$ cat src/rtl/seq_div_16x8_pkg.sv
// Shared constants for the sequential restoring divider: widths, counter sizing and FSM encoding.
package seq_div_16x8_pkg;

  localparam int unsigned DivW      = 8;
  localparam int unsigned DividendW = 2 * DivW;
  localparam int unsigned CntW      = $clog2(DivW + 1);

  localparam logic [1:0] StIdle = 2'd0;
  localparam logic [1:0] StCalc = 2'd1;
  localparam logic [1:0] StDone = 2'd2;

  typedef struct packed {
    logic ovf;
    logic div_zero;
  } div_flags_t;

  // Classifies an operand pair that bypasses the iteration loop.
  function automatic div_flags_t classify(input logic [DivW-1:0] hi, input logic [DivW-1:0] dvsr);
    div_flags_t f;
    f.div_zero = (dvsr == '0);
    f.ovf      = !f.div_zero && (hi >= dvsr);
    return f;
  endfunction

endpackage

$ cat src/rtl/seq_div_16x8_step.sv
// One restoring-division iteration: shift in the next dividend bit, subtract the divisor if it fits.
module seq_div_16x8_step #(
  parameter int unsigned W = 8
) (
  input  logic [W:0]   p,
  input  logic         din,
  input  logic [W-1:0] divisor,
  output logic [W:0]   p_next,
  output logic         qbit
);

  // Partial remainder is always below the divisor, so the extra top bit keeps the compare exact.
  logic [W+1:0] p_sh;
  logic [W+1:0] diff;

  assign p_sh = {p, din};
  assign diff = p_sh - {2'b00, divisor};

  always_comb begin
    if (p_sh >= {2'b00, divisor}) begin
      p_next = diff[W:0];
      qbit   = 1'b1;
    end else begin
      p_next = p_sh[W:0];
      qbit   = 1'b0;
    end
  end

endmodule

$ cat src/rtl/seq_div_16x8.sv
// Sequential restoring divider, 2W/W -> W quotient and remainder, one quotient bit per clock.
module seq_div_16x8
  import seq_div_16x8_pkg::*;
#(
  parameter int unsigned W     = DivW,
  parameter int unsigned TRUNC = 0
) (
  input  logic           clk,
  input  logic           rst,
  input  logic           in_valid,
  output logic           in_ready,
  input  logic [2*W-1:0] dividend,
  input  logic [W-1:0]   divisor,
  output logic           out_valid,
  input  logic           out_ready,
  output logic [W-1:0]   quotient,
  output logic [W-1:0]   remainder,
  output logic           ovf,
  output logic           div_zero
);

  localparam int unsigned CntWidth = $clog2(W + 1);
  localparam logic [CntWidth-1:0] NumIter = CntWidth'(W - TRUNC);

  logic [1:0]          state_q, state_d;
  logic [CntWidth-1:0] cnt_q, cnt_d;
  logic [W-1:0]        dvsr_q, dvsr_d;
  logic [W:0]          p_q, p_d;
  logic [W-1:0]        lo_q, lo_d;
  logic [W-1:0]        acc_q, acc_d;
  logic [W-1:0]        quo_q, quo_d;
  logic [W-1:0]        rem_q, rem_d;
  logic                ovf_q, ovf_d;
  logic                dz_q, dz_d;

  logic       accept;
  logic       is_dz;
  logic       is_ovf;
  logic [W:0] p_next;
  logic       qbit;

  assign accept = in_valid && in_ready;
  assign is_dz  = (divisor == '0);
  assign is_ovf = !is_dz && (dividend[2*W-1:W] >= divisor);

  seq_div_16x8_step #(
    .W (W)
  ) u_step (
    .p       (p_q),
    .din     (lo_q[W-1]),
    .divisor (dvsr_q),
    .p_next  (p_next),
    .qbit    (qbit)
  );

  always_comb begin
    state_d = state_q;
    cnt_d   = cnt_q;
    dvsr_d  = dvsr_q;
    p_d     = p_q;
    lo_d    = lo_q;
    acc_d   = acc_q;
    quo_d   = quo_q;
    rem_d   = rem_q;
    ovf_d   = ovf_q;
    dz_d    = dz_q;

    case (state_q)
      StIdle: begin
        if (accept) begin
          dvsr_d = divisor;
          p_d    = {1'b0, dividend[2*W-1:W]};
          lo_d   = dividend[W-1:0];
          cnt_d  = '0;
          acc_d  = '0;
          if (is_dz) begin
            state_d = StDone;
            quo_d   = '1;
            rem_d   = dividend[W-1:0];
            ovf_d   = 1'b0;
            dz_d    = 1'b1;
          end else if (is_ovf) begin
            state_d = StDone;
            quo_d   = '1;
            rem_d   = '0;
            ovf_d   = 1'b1;
            dz_d    = 1'b0;
          end else begin
            state_d = StCalc;
          end
        end
      end
      StCalc: begin
        p_d   = p_next;
        lo_d  = {lo_q[W-2:0], 1'b0};
        acc_d = {acc_q[W-2:0], qbit};
        cnt_d = cnt_q + CntWidth'(1);
        if (cnt_d == NumIter) begin
          state_d = StDone;
          // Skipped LSB iterations leave those quotient bits at zero.
          quo_d   = acc_d << TRUNC;
          rem_d   = (TRUNC != 0) ? '0 : p_next[W-1:0];
          ovf_d   = 1'b0;
          dz_d    = 1'b0;
        end
      end
      StDone: begin
        if (out_ready) begin
          state_d = StIdle;
        end
      end
      default: state_d = StIdle;
    endcase
  end

  always_ff @(posedge clk or posedge rst) begin
    if (rst) begin
      state_q <= StIdle;
      cnt_q   <= '0;
      dvsr_q  <= '0;
      p_q     <= '0;
      lo_q    <= '0;
      acc_q   <= '0;
      quo_q   <= '0;
      rem_q   <= '0;
      ovf_q   <= 1'b0;
      dz_q    <= 1'b0;
    end else begin
      state_q <= state_d;
      cnt_q   <= cnt_d;
      dvsr_q  <= dvsr_d;
      p_q     <= p_d;
      lo_q    <= lo_d;
      acc_q   <= acc_d;
      quo_q   <= quo_d;
      rem_q   <= rem_d;
      ovf_q   <= ovf_d;
      dz_q    <= dz_d;
    end
  end

  assign in_ready  = (state_q == StIdle);
  assign out_valid = (state_q == StDone);
  assign quotient  = quo_q;
  assign remainder = rem_q;
  assign ovf       = ovf_q;
  assign div_zero  = dz_q;

endmodule
$ cat config.mk
export PLATFORM = sky130hd
export DESIGN_NAME = seq_div_16x8
export DESIGN_NICKNAME = d
export VERILOG_FILES = /design/src/rtl/seq_div_16x8_pkg.sv /design/src/rtl/seq_div_16x8_step.sv /design/src/rtl/seq_div_16x8.sv
export SDC_FILE = /design/constraint.sdc
export NUM_CORES = 1
export LEC_CHECK = 0
export CAP_MARGIN = 30
export CORE_ASPECT_RATIO = 1.25
export CORE_UTILIZATION = 58
export CTS_BUF_LIST = sky130_fd_sc_hd__clkbuf_16
export CTS_CLUSTER_SIZE = 10
export DETAILED_ROUTE_END_ITERATION = 8
export GPL_TIMING_DRIVEN = 0
export MAX_ROUTING_LAYER = met4
export PLACE_DENSITY = 0.85
export REMOVE_ABC_BUFFERS = 1
export SYNTH_ARGS = -nofsm -noshare
export SYNTH_HDL_FRONTEND = slang
export SYNTH_SLANG_ARGS = --single-unit
$ cat constraint.sdc
create_clock -name clk -period 6.8 [get_ports clk]
set_clock_uncertainty 0.15 [all_clocks]
set_input_delay 1.02 -clock clk [delete_from_list [all_inputs] [get_ports clk]]
set_output_delay 1.02 -clock clk [all_outputs]
set_load 0.03 [all_outputs]
Word-level counts from Yosys, hierarchy flattened
Cells that the tools add are included.

Equality and inequality tests: 7. Shift-type cells: 0. Bitwise gates (word level): 0. $lt $le $gt $ge: 2. $add $sub $neg: 2. Reductions and logical operators: 10. Multiply operators: 0. Divide/modulo/power cells: 0. Multiplexer cells: 35.

Operators with widths (number): 8-bit two-way mux (9); 8-bit case mux with 2 select lines (3); 9-bit two-way mux (2); 9-bit case mux with 2 select lines (1); 7-bit case mux with 2 select lines (1); 10-bit by 8-bit >= comparator with 1-bit output (1); 2-bit two-way mux (5); 9-bit by 8-bit subtractor with 9-bit output (1); 8-bit >= comparator (1); 8-bit logical NOT (1); 1-bit two-way mux (8); 4-bit case mux with 2 select lines (1); 7-bit two-way mux (1); 2-bit case mux with 3 select lines (1); 4-bit by 1-bit adder with 4-bit output, second input constant (1); 4-bit equality test, second input constant (1); 4-bit two-way mux (1); 2-bit by 1-bit != test with 1-bit output, second input constant (2); 1-bit case mux with 2 select lines (2); 2-bit AND reduction (2); 4-bit AND reduction (1); 3-bit by 1-bit != test with 1-bit output, second input constant (1); 3-bit AND reduction (1); 2-bit by 1-bit equality test with 1-bit output, second input constant (1); other kinds (6) (7).

Memory bits (read-only): 0. Logic and storage cells: 66. RAM bits: 0. Memories kept: 0. Bits in latches: 0. Bits in registers: 56.

Longest topological paths before layout
Gate-level depths: netlist of the first run.

Word-level depth: 7. Gate-level depth with buffers: 11. Gate-level depth less buffers: 10.

Hierarchy
From an unflattened synthesis of the first run, not the netlist that was laid out.

Cell total of the unflattened synthesis: 354. Area, all modules: 3215.6 um2.

Modules (own cells, without submodules): seq_div_16x8 (area each 2692.6 um2, cells an instance 279, instances 1); seq_div_16x8_step (area each 523.0 um2, cells an instance 75, instances 1).

Worst setup path before layout of the first run
OpenSTA, ideal clock, no wires.

Kind: input port to flip-flop. From: input divisor[0]. To: register dz_q, in the netlist div_zero. Setup time: 0.125 ns. Required time: 6.525 ns. Arrival time: 2.606 ns. Buffers on the path: 2. Stages: 8. Setup slack: 3.919 ns. Cell sequence: or4_1 clkbuf_4 nor2_8 nor2_2 o31a_4 nor2_8 buf_12 mux2_4.

Word-level cells in the longest chain between the ends: 5. Elaborated cells between the ends (all ways): 9. Classes of those cells: order compare (1); eq/ne (1); mux (3); reduce/logical (4).

RTL lines: start, declared (line seq_div_16x8.sv:13) `input logic [W-1:0] divisor,`; branches (longest 5 deep; another with 8-bit >= comparator); end signal, assigned (line seq_div_16x8.sv:138) `dz_q <= dz_d;`; end, declared (line seq_div_16x8.sv:34) `logic dz_q, dz_d;`.

Several ways; the timed one is not identified. The select of a mux whose other input is x is not followed. A chain may end at the register's enable or synchronous reset.

Worst setup path in the final report of the first run
From: input in_valid. To: register rem_q[6], in the netlist remainder[6].

Word-level cells in the longest chain between the ends: 3.

RTL lines: start, declared (line seq_div_16x8.sv:10) `input logic in_valid,`; 1-bit logical AND (line seq_div_16x8.sv:42) `assign accept = in_valid && in_ready;`; 2-bit by 1-bit != test with 1-bit output (no line); 4-bit AND reduction (no line); end signal, assigned (line seq_div_16x8.sv:136) `rem_q <= rem_d;`; end, declared (line seq_div_16x8.sv:32) `logic [W-1:0] rem_q, rem_d;`.

No other way between the ends.

==> results.txt, run 1 <==
----------------------------------------------------
[Clock tree]
  Post CTS Setup Buffer Count ... 0
  Gates resized, CTS repair ... 0
  Cell at the root of the clock tree ... clkbuf_16
  Clock Pin Slew Worst Setup and Hold Paths ... 0.07 ns
  Hold bufs inserted after CTS ... 0
  Deepest clock path buffer count ... 2
  Total clock sinks ... 56
  H-tree level count ... 2
  Clk Latency, worst-skew pair ... 0.29 ns
  Clock buffer count from CTS ... 5
  TritonCTS clock tree ... built

[Synthesis]
  Synthesized-area fraction occupied by ao, oa, aoi and oai cells ... 0.174
  Mapped Avg Cell Area ... 9.70 µm²
  Simple-gate share of the synthesized area ... 0.158
  Number of storage elements in the synthesis netlist ... 56
  Fraction of the mapped netlist area in adder cells ... 0.0727
  Top cell type's share of synthesized area ... 0.438
  Synth area leaders ... dfrtp_1, ha_1, mux2i_1
  Library cell with the highest instance count after synthesis ... dfrtp_1
  Post-Syn Instances ... 330
  Post-synth EDFFs ... 0
  Distinct cell type count after synthesis ... 52
  Dominant combinational cell family by area after synthesis ... compound AO/OA/AOI/OAI gates
  Proportion of register bits with asynchronous set or reset after synthesis ... 1.00
  Post-Synth XOR/XNOR Area ... 0.0191
  Share of the yosys chip area belonging to registers ... 0.438
  Multiplexer area fraction after synthesis ... 0.0735
  Post-synthesis instance area ... 0.00320 mm²
  Post-synthesis cell type with the largest combined area ... dfrtp_1
  Top post-synthesis cells by count ... dfrtp_1, nand2_1, inv_1
  Synth warn ... 0
  Primary FF master, synth ... dfrtp_1

[Final layout]
  Antenna Cells ... 0
  Nets ... 416
  Core utilization of the finished layout ... 0.748
  Share of layout cells above drive strength 1 ... 0.0863
  Finished Cell Area ... 0.00388 mm²
  Layout Area Growth over Synthesis ... 21.2%

[Timing]
  Worst slew pin tran ... 1.02 ns
  Worst slack on hold paths ... 0.334 ns
  Final worst path period need ... 3.42 ns
  Setup repair after global routing missed its margin ... no
  Fraction of the cycle the final worst path needs ... 0.503
  Relative slew slack ... 0.320
  Setup WS post-layout ... 3.38 ns
  Final-report hold violation count ... 0
  Setup violation total in the final timing report ... 0
  Upper clock frequency limit ... 293 MHz
  Final Max Slew Viols ... 0
  Setup TNS ... 0 ns

[Global route]
  Via count of the first global-routing pass ... 2,529
  Maximum number of pins on one net before global-route repair ... 44
  Overall overflow remaining after global route ... 0
  Number of antenna violations at the first check in global routing ... 0
  First-pass GRT wire length ... 12,000 µm
  Global-route total usage across every layer ... 0.287

[Power and ir drop]
  Worst IR drop on VDD ... 0.000339 V
  Switching Fraction ... 0.439
  Switching power ... 889 µW
  Leakage ... 0.00176 µW
  Sequential power share ... 0.284
  Total power density per cell area ... 522 mW/mm²
  Part of the total power dissipated in the clock network ... 0.146
  Internal cell power ... 1130 µW
  Combinational share of power ... 0.571

[Drt]
  Iteration-0 DRC Markers ... 130
  # DRC ... 0
  Length of the first detailed-routing pass in iterations ... 4
  Post-Route WL ... 7490 µm
  Routed len/inst ... 17.3 µm
  Routed Antenna Nets ... 0
  Drt via density ... 6.00
  Vias after detailed routing ... 2,599

[Worst hold path]
  Hold crit path type ... reg -> reg
  Hold Path Stages ... 2
  Startpoint of the most critical hold path ... p_q[8]

[Floorplanning]
  Overall die width ... 68.5 µm
  Effective utilization at floorplan ... 0.617
  Row Count ... 29
  Area inside the core boundary ... 0.00519 mm²
  I/O pin cnt ... 48
  Die area ... 0.00582 mm²
  Die Span Y ... 85.1 µm

[Worst setup path]
  Length in cells of the worst reg-to-reg path ... 10
  Launch instance of the worst register-to-register path ... lo_q[7]
  Critical path startpoint category ... primary input
  Arrival time at the worst endpoint ... 3.45 ns
  Startpoint-to-endpoint class of the critical path ... in -> reg
  CP required ... 6.83 ns
  Worst setup EP type ... register
  Maximum fanout along the worst path ... 19
  Startpoint of the worst setup timing path ... in_valid

[Place]
  Port Buf Inserts ... 47
  Detailed Place HPWL ... 5510 µm
  Cell area after placement ... 0.00371 mm²
  Global placement routability congestion ... 0.911
  Pre-CTS setup slack ... 3.09 ns

[Outcome]
  Run status ... complete, no violations

[Flow run]
  Max-cap viol count ... 0

----------------------------------------------------
==> cells by family (layout without fill, tap and decap cells) <==
| family | after synthesis | count (layout) |
|---|---|---|
| buffers and inverters | 48 | 89 |
| xor gates and xnor gates | 7 | 7 |
| AOI/OAI and AO/OA | 79 | 79 |
| and+or+nand+nor | 100 | 100 |
| DFF | 56 | 56 |
| muxes | 22 | 22 |
| adders and majority gates | 18 | 18 |
==> critical path, cell delays in order <==
cell and delay [ns]:
clkdlybuf4s50_1 0.50, nor2_1 0.07, nor2_2 0.52, buf_8 0.25
or2b_2 0.39, nor2_8 0.31, mux2_2 0.38
==> through the flow <==
| stage | power (µW) | instances |
|---|---|---|
| detailed placement | 1720 | 425 |
| global route | 2160 | 433 |
| global placement | 1680 | 422 |
| floorplan | 1370 | 313 |
| finish | 2020 | 433 |
| CTS | 2020 | 433 |
==> power by group through the flow <==
stage	clock network, µW	registers [µW]	logic, µW
2_1_floorplan	0	635	739
3_3_place_gp	0	573	1100
3_5_place_dp	0	576	1140
4_1_cts	297	572	1150
5_1_grt	311	591	1260
6_report	295	574	1150
==> layout by cell type (no fill, tap or decap), types with 2 or more instances in the layout <==
cell type        instances
nor2_2                   2
nor2_8                   2
mux2_2                   8
a22o_1                   8
nor2_1                  27
clkbuf_16                5
nor3_1                   3
a21oi_1                 10
clkdlybuf4s50_1         47
ha_1                    17
and2_1                   3
xnor2_1                  3
a211oi_1                 4
nand3_1                  7
buf_8                    2
o32ai_1                  4
nand4_1                  3
o21ai_0                 19
o211ai_1                 2
inv_1                   30
nand2b_1                 6
o221ai_1                 4
a2bb2oi_1                2
xor2_1                   4
nand2_1                 33
o21a_1                   6
or4_1                    2
nor2b_1                  4
dfrtp_1                 56
a31oi_1                 10
o22a_1                   2
mux2i_1                 13
==> area by class of cell <==
cell class	count	area [µm²]
well taps	62	77.6
inverters	31	116
fillers	365	1310
clock inverters	3	42.5
clock buffers	5	125
flip-flops and latches	56	1400
multi-input cells	226	1600
repair buffers	50	520
==> flip-flops by register name, summed over array words and instances, names as in the netlist <==
name,cells
acc_q,7
cnt_q,4
div_zero,1
dvsr_q,8
lo_q,8
ovf,1
p_q,9
quotient,8
remainder,8
state_q,2
==> worst paths after layout <==
| check | endpoint | slack (ns) |
|---|---|---|
| max | remainder[6] | 3.38 |
| min | p_q[8] | 0.33 |
| max reg2reg | remainder[1] | 3.52 |
| min reg2reg | p_q[8] | 0.33 |
| max in group asynchronous | remainder[2] | 5.10 |
| min in group asynchronous | dvsr_q[7] | 0.86 |
==> layer usage <==
metal / vias up / global-route usage / routed length, µm
met2: 86 / 0.457 / 3770
met4: 0 / 0.0833 / 149
met5: - / - / 0
met1: 1263 / 0.357 / 3120
met3: 13 / 0.0712 / 447
li1: 1237 / - / -
Power figures use the tool's default switching activity.
==> run 2, diff against run 1 <==
--- a/config.mk
+++ b/config.mk
@@ -7,13 +7,13 @@
 export LEC_CHECK = 0
 export CAP_MARGIN = 30
 export CORE_ASPECT_RATIO = 1.25
-export CORE_UTILIZATION = 58
+export CORE_UTILIZATION = 54
 export CTS_BUF_LIST = sky130_fd_sc_hd__clkbuf_16
 export CTS_CLUSTER_SIZE = 10
 export DETAILED_ROUTE_END_ITERATION = 8
 export GPL_TIMING_DRIVEN = 0
 export MAX_ROUTING_LAYER = met4
-export PLACE_DENSITY = 0.85
+export PLACE_DENSITY = 0.8
 export REMOVE_ABC_BUFFERS = 1
 export SYNTH_ARGS = -nofsm -noshare
 export SYNTH_HDL_FRONTEND = slang
==> constraint.sdc (replaced) <==
create_clock -name clk -period 3.54 [get_ports clk]
set_clock_uncertainty 0.15 [all_clocks]
set_input_delay 0.531 -clock clk [delete_from_list [all_inputs] [get_ports clk]]
set_output_delay 0.531 -clock clk [all_outputs]
set_load 0.03 [all_outputs]
==> run 2 against run 1 <==
- final area increased by 0.26%
- non-clock buffer count unchanged
- sequential power rose by 92%
- combinational power is 93% higher
- wire length decreased by 3.9%
- setup slack got worse by 3.2 ns
- critical path type is now reg -> reg
==> results.txt, run 2 (same netlist as run 1, synthesis figures left out) <==
----------------------------------------------------
[Outcome]
  Run status ... complete, no violations

[Worst setup path]
  Cell depth of the worst setup path ... 10 (+3)
  Startpoint-to-endpoint class of the critical path ... reg -> reg
  Maximum fanout along the worst path ... 14 (-5)
  Maximum cell stage delay along the critical path ... 0.83 ns (+0.31 ns)
  Critical path startpoint category ... register
  Most Frequent Cell on Critical Path ... inv_1
  Worst setup EP type ... register
  Arrival time at the worst endpoint ... 3.36 ns (-0.09 ns)
  Length in cells of the worst reg-to-reg path ... 10 (unchanged)
  Critical path cell sequence ... inv_1 > ha_1 > inv_1 > fa_1 > nand3_1 > a211oi_2 > nor3b_2 > mux2i_1 > o32ai_1 > mux2_2
  Worst path top cell family by delay ... simple AND/OR/NAND/NOR gates
  Critical path buffers and inverters ... 2 (unchanged)
  CP required ... 3.57 ns (-3.26 ns)
  Critical-path top delay cell ... nor3b_2

[Final layout]
  Number of standard cells in the layout, taps in and fillers out ... 437 (+0.92%)
  Commonest cells after routing, fill and taps aside ... dfrtp_1, clkdlybuf4s50_1, nand2_1
  Largest register FFs ... 9 (unchanged)
  Share of layout cells above drive strength 1 ... 0.0863 (unchanged)
  Commonest non-fill, non-tap cell in the layout ... dfrtp_1
  Register with the most flip-flops ... p_q
  Antenna Cells ... 0 (unchanged)
  Layout Area Growth over Synthesis ... 21.5%
  Filler cells ... 452 (+24%)
  Nets ... 416 (unchanged)

[Flow run]
  Max-cap viol count ... 0 (unchanged)

[Timing]
  Setup repair after global routing missed its margin ... no
  Upper clock frequency limit ... 300 MHz
  Final-report hold violation count ... 0 (unchanged)
  Final Max Slew Viols ... 0 (unchanged)
  Setup violation total in the final timing report ... 0 (unchanged)
  Worst slew pin tran ... 0.998 ns (-0.0168 ns)
  Final worst path period need ... 3.33 ns
  Setup TNS ... 0 ns (unchanged)
  Setup WS post-layout ... 0.209 ns (-3.17 ns)
  Fraction of the cycle the final worst path needs ... 0.941
  Relative slew slack ... 0.332 (+0.0114)
  Worst slack on hold paths ... 0.336 ns (+0.00266 ns)

[Clock tree]
  Total clock sinks ... 56 (unchanged)
  Clock buffer count from CTS ... 5 (unchanged)
  Gates resized, CTS repair ... 0 (unchanged)
  Cell at the root of the clock tree ... clkbuf_16
  TritonCTS clock tree ... built
  Hold bufs inserted after CTS ... 0 (unchanged)
  Deepest clock path buffer count ... 2 (unchanged)
  H-tree level count ... 2 (unchanged)
  Clock Pin Slew Worst Setup and Hold Paths ... 0.07 ns (about the same)
  Post CTS Setup Buffer Count ... 0 (unchanged)
  Clk Latency, worst-skew pair ... 0.29 ns (about the same)

[Power and ir drop]
  Switching power ... 1700 µW (+92%)
  Leakage ... 0.00176 µW (+0.24%)
  Combinational share of power ... 0.571 (about the same)
  Worst IR drop on VDD ... 0.000508 V (+50%)
  Internal cell power ... 2180 µW (+92%)
  Sequential power share ... 0.284 (about the same)
  Switching Fraction ... 0.438 (-0.000999)
  Total Power ... 3890 µW (+92%)
  Part of the total power dissipated in the clock network ... 0.145 (about the same)
  Total power density per cell area ... 999 mW/mm² (+92%)

[Floorplanning]
  I/O pin cnt ... 48 (unchanged)
  Effective utilization at floorplan ... 0.558 (-0.0593)
  Area inside the core boundary ... 0.00574 mm² (+11%)
  Die area ... 0.00624 mm² (+7.2%)
  Overall die width ... 70.9 µm (+3.5%)
  Die Span Y ... 88.1 µm (+3.6%)
  Row Count ... 31 (+6.9%)

[Place]
  Global placement routability congestion ... 0.949 (+4.2%)
  Port Buf Inserts ... 47 (unchanged)
  Number of cells in the design after placement ... 429 (+0.94%)
  Pre-CTS setup slack ... 0.271 ns (-2.82 ns)
  Detailed Place HPWL ... 5410 µm (-1.8%)

[Global route]
  Maximum number of pins on one net before global-route repair ... 45 (+2.3%)
  Via count of the first global-routing pass ... 2,504 (-0.99%)
  First-pass GRT wire length ... 12,000 µm (-0.29%)
  Overall overflow remaining after global route ... 0 (unchanged)
  Global-route total usage across every layer ... 0.257 (-0.0304)
  Number of antenna violations at the first check in global routing ... 0 (unchanged)

[Drt]
  Post-Route WL ... 7200 µm (-3.9%)
  Drt via density ... 5.87 (-2.2%)
  Vias after detailed routing ... 2,565 (-1.3%)
  Routed len/inst ... 16.5 µm (-4.7%)
  Length of the first detailed-routing pass in iterations ... 6 (+2)
  Iteration-0 DRC Markers ... 109 (-16%)
  # DRC ... 0 (unchanged)
  Routed Antenna Nets ... 0 (unchanged)

[Worst hold path]
  Hold crit path type ... reg -> reg
  Hold Path Stages ... 2 (unchanged)

----------------------------------------------------
==> run 2: cell types whose count changed in the layout (fill, tap and decap cells not counted) <==
cell | before | now
clkinvlp_4 | 1 | 0
clkinv_4 | 0 | 2
clkinv_2 | 1 | 0
==> run 2: through the flow <==
step,utilization,instance area (µm²)
finish,0.678,3890
global route,0.678,3890
CTS,0.678,3890
detailed placement,0.648,3720
global placement,0.638,3660
floorplan,-,3110
==> run 2: final timing paths <==
check	start	slack, ns	to
max	lo_q[7]	0.21	remainder[3]
min	p_q[8]	0.34	p_q[8]
max reg2reg	lo_q[7]	0.21	remainder[3]
min reg2reg	p_q[8]	0.34	p_q[8]
max in group asynchronous	rst	2.37	dvsr_q[3]
min in group asynchronous	rst	0.35	quotient[3]
==> run 2: cell type report <==
cell class	count	area [µm²]	share of cell area
multi-input cells	226	1600	0.410
clock inverters	3	47.5	0.0122
well taps	66	82.6	0.0212
flip-flops and latches	56	1400	0.360
clock buffers	5	125	0.0322
repair buffers	50	520	0.134
inverters	31	116	0.0299
==> run 2: per-layer routing <==
layer | track usage | vias up | routed length, µm
met2 | 0.414 | 73 | 3470
li1 | - | 1250 | -
met5 | - | - | 0
met3 | 0.0414 | 14 | 468
met4 | 0.0855 | 0 | 155
met1 | 0.333 | 1228 | 3110
==> run 2: power by group through the flow <==
stage	clock [µW]	sequential, µW	combinational [µW]
4_1_cts	575	1100	2220
3_5_place_dp	0	1110	2190
3_3_place_gp	0	1100	2110
2_1_floorplan	0	1220	1420
5_1_grt	595	1140	2430
6_report	562	1100	2220
==> run 2: worst register-to-register path, stage by stage (launching register included) <==
cell and delay, ns:
dfrtp_1 0.38, inv_1 0.13, ha_1 0.18, inv_1 0.05, fa_1 0.41, nand3_1 0.13, a211oi_2 0.10, nor3b_2 0.83
mux2i_1 0.44, o32ai_1 0.14, mux2_2 0.28
